===== config.mk =====
export PLATFORM = sky130hd
export DESIGN_NAME = la_seq_gen
export DESIGN_NICKNAME = d
export VERILOG_FILES = /design/src/rtl/la_seq_gen.sv
export SDC_FILE = /design/constraint.sdc
export NUM_CORES = 1
export LEC_CHECK = 0
export ABC_AREA = 1
export BUFFER_PORTS_ARGS = -buffer_cell sky130_fd_sc_hd__buf_2
export CORE_MARGIN = 2
export CORE_UTILIZATION = 55
export DETAILED_ROUTE_END_ITERATION = 7
export GPL_TIMING_DRIVEN = 0
export PLACE_DENSITY = 0.77
export SLEW_MARGIN = 20
export SYNTH_ARGS = -nofsm -noshare
export SYNTH_HDL_FRONTEND = slang
export SYNTH_SLANG_ARGS = --single-unit

===== constraint.sdc =====
create_clock -name clk -period 2.3 [get_ports clk]
set_input_delay 0.46 -clock clk [delete_from_list [all_inputs] [get_ports clk]]
set_output_delay 0.46 -clock clk [all_outputs]
set_load 0.05 [all_outputs]

===== src/rtl/la_seq_gen.sv =====
// Expected-sample generator: counter or Galois LFSR.
// Load restores SEED and wins over advance.
module la_seq_gen #(
  parameter logic [31:0] SEED      = 32'h0000_0001,
  parameter logic [31:0] LFSR_TAPS = 32'h8020_0003
) (
  input  logic        clk,
  input  logic        rst,
  input  logic        load,
  input  logic        advance,
  input  logic        mode,
  output logic [31:0] value
);

  logic [31:0] lfsr_nxt;

  assign lfsr_nxt = (value >> 1) ^
                    (value[0] ? LFSR_TAPS : 32'h0);

  always_ff @(posedge clk or posedge rst) begin
    if (rst) begin
      value <= SEED;
    end else if (load) begin
      value <= SEED;
    end else if (advance) begin
      value <= mode ? lfsr_nxt : value + 32'd1;
    end
  end

endmodule


# Word-level counts from Yosys, hierarchy flattened

Index checks and enable logic that the tools add are counted.

Flip-flop bits (word level): 32
Latch bits: 0
Bits in writable memories: 0
ROM bits: 0
Bits of input ports: 5
Output and inout port bits: 32
Logic and storage cells: 8
Memories kept: 0

Add/sub/neg operators: 1
$mul: 0
Div/mod/pow operators: 0
Magnitude comparators: 0
Eq/ne operators: 0
Shift operators: 0
Muxes and demuxes: 4
Bitwise gates (word level): 1
Reductions and logical operators: 1

Operator list:

| kind                                                             | count |
|---|---|
| 32-bit 2-to-1 mux                                                | 4 |
| 32-bit by 1-bit adder with 32-bit output (second input constant) | 1 |
| 31-bit by 32-bit bitwise XOR with 32-bit output                  | 1 |
| 2-bit nonzero test                                               | 1 |

# Depth between registers and ports, before layout

Depth in word-level cells: 5
Depth in mapped cells: 10
Gate-level depth less buffers: 10

# Worst setup path before layout

No wires, ideal clock.

Path type: register -> register
From: register value[0]
To: register value[20]
Setup time: 0.118 ns
Arrival time: 1.694 ns
Required time: 2.182 ns
Setup slack: 0.488 ns
Cell stages (with the launch flop): 11
Clock period less this slack: 1.812 ns
Cells stage by stage: dfstp_2 ha_1 nand2_1 nor2_4 nand2_2 nor2_4 nand2_1 nand2_1 nand3_1 nand2_1 nand2_1

Longest elaborated chain between the ends: 4

RTL lines:

| item                                     | RTL line | text |
|---|---|---|
| from (decl)                              | 12       | `output logic [31:0] value` |
| from (signal assigned)                   | 26       | `value <= mode ? lfsr_nxt : value + 32'd1;` |
| 32-bit by 1-bit adder with 32-bit output | 26       |  |
| 32-bit 2-to-1 mux                        | 26       |  |
| 32-bit 2-to-1 mux                        | 25       | `end else if (advance) begin` |
| 32-bit 2-to-1 mux                        | 23       | `end else if (load) begin` |

No other way between the ends. The select of a mux whose other input is x is not followed.
A chain may end at the register's enable or synchronous reset.

# Worst setup path in the final report

From: register value[0]
To: register value[26]

Same word-level chain as after synthesis.

==> flow_metrics.py <==
metrics = {
    "outcome": {
        "status": "complete, no violations",
    },
    "route": {
        "drt_drc_violations_left": 0,
        "routedWlPerCell_um": 13.5,
        "totalWireLength_mm": 6.71,
        "vias_per_cell": 5.44,
        "ant_nets": 0,
        "via_count": 2700,
        "first_pass_iters": 5,
        "drt_iter0_markers": 211,
    },
    "place": {
        "place_area_um2": 2700,
        "numPortBuffers": 35,
        "gp_congestion": 0.949,
        "hpwlAfterDp_mm": 4.97,
    },
    "synth": {
        "syn_area_per_cell_um2": 6.12,
        "ys_seq_area_share_pct": 32.7,
        "synthXorXnorAreaFrac_pct": 1.78,
        "synth_fa_ha_area_share_pct": 0.509,
        "yosysWarnings": 0,
        "synth_top_family_by_area": "simple AND/OR/NAND/NOR gates",
        "synth_area_um2": 2460,
        "ys_seq_elements": 32,
        "muxShareOfSynthArea_pct": 0,
        "synth_compound_area_share_pct": 12.9,
        "syn_inst": 401,
        "synthSimpleGateAreaFrac_pct": 42.6,
        "synthesis.nets": 407,
        "ys_types": 24,
    },
    "critical_path": {
        "worstSetupStartpointType": "flop",
        "critical_path_class": "reg -> reg",
        "r2r_end": "value[26]",
        "critPathCaptureType": "flop",
        "path_max_fanout": 6,
        "arrival_ns": 2.03,
        "cp_cell_sequence": "ha_1, nand2_1, nor2_4, nand3_1, inv_1, nand2_1, nand2_1, nand3_1, nand2_1, nand2_1",
        "regToRegStartpoint": "value[0]",
        "crit_required_ns": 2.49,
        "cp_common_cell": "nand2_1",
        "cpPeakStageDelay_ns": 0.58,
        "rr_worst_depth": 10,
        "cpMaxStageDelayCell": "dfstp_2",
        "critical_path.top_delay_family": "simple AND/OR/NAND/NOR gates",
        "path_buf_inv": 1,
        "rrSetupSlack_ns": 0.45,
    },
    "sta": {
        "finalSetupViolations": 0,
        "worst_pin_slew_ns": 0.674,
        "slew_viol_final": 0,
        "skew_ns": 0.0111,
        "rsz0062_at_grt": "false",
        "fin_crit_sh_pct": 80.2,
        "fin_crit_ns": 1.85,
        "hold_viol_final": 0,
        "fmaxAchievable_ghz": 0.542,
        "max_slew_margin_pct": 55.0,
        "fin_setup_tns_ns": 0,
    },
    "layout": {
        "area_growth_pct": 13.0,
        "regArea_um2": 802,
        "final_nets": 449,
        "drive_gt1_share_pct": 15.1,
        "antenna_cells": 0,
        "largest_reg_flops": 32,
        "fillers": 434,
        "layout_commonest_cell": "nand2_1",
        "final_cell_mix": "nand2_1 (144), inv_1 (42), nand3_1 (41), buf_2 (39), nor2_1 (36)",
        "top_register": "value",
        "top_regs": "value (32)",
        "multi_input_area_um2": 1420,
        "design_area_um2": 2780,
    },
    "global_routing": {
        "grt_pass1_vias": 2499,
        "grt_pass1_wl_mm": 11.5,
        "grt_usage_pct": 28.6,
        "grt_overflow": 0,
        "grt_max_degree": 33,
        "antenna_found_initial": 0,
    },
    "cts": {
        "ctsRootBufferMaster": "clkbuf_8",
        "tritoncts": "done",
        "clockBufferDepth": 2,
        "postCtsHoldBufs": 0,
        "cts_buffers": 5,
        "post_cts_resized": 0,
        "clock_latency_ns": 0.29,
        "cts-htree-levels": 2,
        "cts_sinks": 32,
        "cts_setup_buffers": 0,
        "clk_pin_slew_ns": 0.07,
    },
    "floorplanning": {
        "die_x_um": 70.8,
        "num_rows": 24,
        "dieHeight_um": 70.8,
        "die_area_um2": 5020,
        "initial_core_util_pct": 56.8,
        "coreArea_um2": 4320,
        "io_pins": 37,
    },
    "power_and_ir_drop": {
        "p_seq_share_pct": 45.9,
        "power_leakage_uw": 0.00126,
        "powerDensity_nw_per_um2": 504,
        "total_power_uw": 1400,
        "internal_power_uw": 890,
        "power.switching_uw": 509,
        "clock_power_share_pct": 30.6,
        "pwr-share-comb_pct": 23.5,
        "switching_share_pct": 36.4,
        "ir_drop_mv": 0.352,
    },
    "run": {
        "maxCapViolations": 0,
    },
    "min_path": {
        "hold_class": "in -> async",
    },
}
-- per-layer routing --
layer | part of all wire, % | up-vias | global-route usage, %
met2 | 45 | 103 | 44.8
li1 | - | 1353 | -
met5 | 0 | - | 0
met3 | 5.9 | 11 | 5.70
met4 | 1.8 | 0 | 11.1
met1 | 47 | 1233 | 39.2
-- kinds of logic after synthesis --
group                      count (synthesis)
DFF                                       32
adders and majority gates                  1
xor gates and xnor gates                   5
buffers and inverters                     60
AOI/OAI and AO/OA                         62
and+or+nand+nor                          241
-- worst max-delay path by stage --
stage	start	endpoint	slack (ns)	depth (start not counted)
2_1_floorplan	value[0]	value[20]	0.49	10
3_3_place_gp	value[0]	value[26]	0.49	10
3_5_place_dp	value[0]	value[26]	0.46	10
4_1_cts	value[0]	value[26]	0.46	10
6_report	value[0]	value[26]	0.45	10
5_1_grt	value[0]	value[26]	0.25	10
-- synthesized netlist by cell type --
library cell / n / area share [%]
and2_1: 2 / 0.51
inv_2: 2 / 0.31
nand2_2: 5 / 1.3
or2_2: 1 / 0.25
ha_1: 1 / 0.51
nor2_4: 7 / 3.2
xor2_1: 5 / 1.8
buf_4: 1 / 0.31
nand2_1: 144 / 22
o21ai_0: 27 / 5.5
nand2_4: 1 / 0.46
o211ai_1: 2 / 0.61
nand3_1: 41 / 8.4
clkinv_1: 1 / 0.15
dfstp_2: 1 / 1.1
nor2_1: 36 / 5.5
buf_2: 4 / 0.82
dfrtp_1: 31 / 32
inv_1: 43 / 6.6
o21ai_1: 5 / 1.0
nor2_2: 4 / 1.0
a22oi_1: 1 / 0.31
a21oi_1: 27 / 5.5
clkbuf_1: 9 / 1.4
-- cell type report --
class,instances,area share [%]
Buffer,14,2.21
Clock buffer,8,2.88
Inverter,46,6.22
Multi-Input combinational cell,309,51.1
Sequential cell,32,28.9
Tap cell,52,2.34
Timing Repair Buffer,35,6.31
-- power groups by stage --
stage / clock, uW / sequential (uW) / combinational, uW
after floorplan: 0 / 755 / 139
after global placement: 0 / 651 / 324
after detailed placement: 0 / 651 / 328
after CTS: 434 / 641 / 329
after global routing: 455 / 648 / 359
final: 428 / 642 / 329
-- per-stage QoR --
step           std cells  hold slack [ns]  setup slack, ns  util, %
2_1_floorplan        401            0.575            0.488        -
3_3_place_gp         488            0.512            0.489     62.4
3_5_place_dp         488            0.518            0.464     62.4
4_1_cts              496            0.300            0.463     64.2
5_1_grt              496            0.344            0.253     64.2
6_report             496            0.266            0.454     64.2
-- worst reg2reg max path: stages (launching register included) --
cell and delay, ns:
dfstp_2 0.58, ha_1 0.22, nand2_1 0.10, nor2_4 0.15, nand3_1 0.20, inv_1 0.18, nand2_1 0.07, nand2_1 0.05
nand3_1 0.07, nand2_1 0.08, nand2_1 0.05
(Power assumes the default switching activity.)
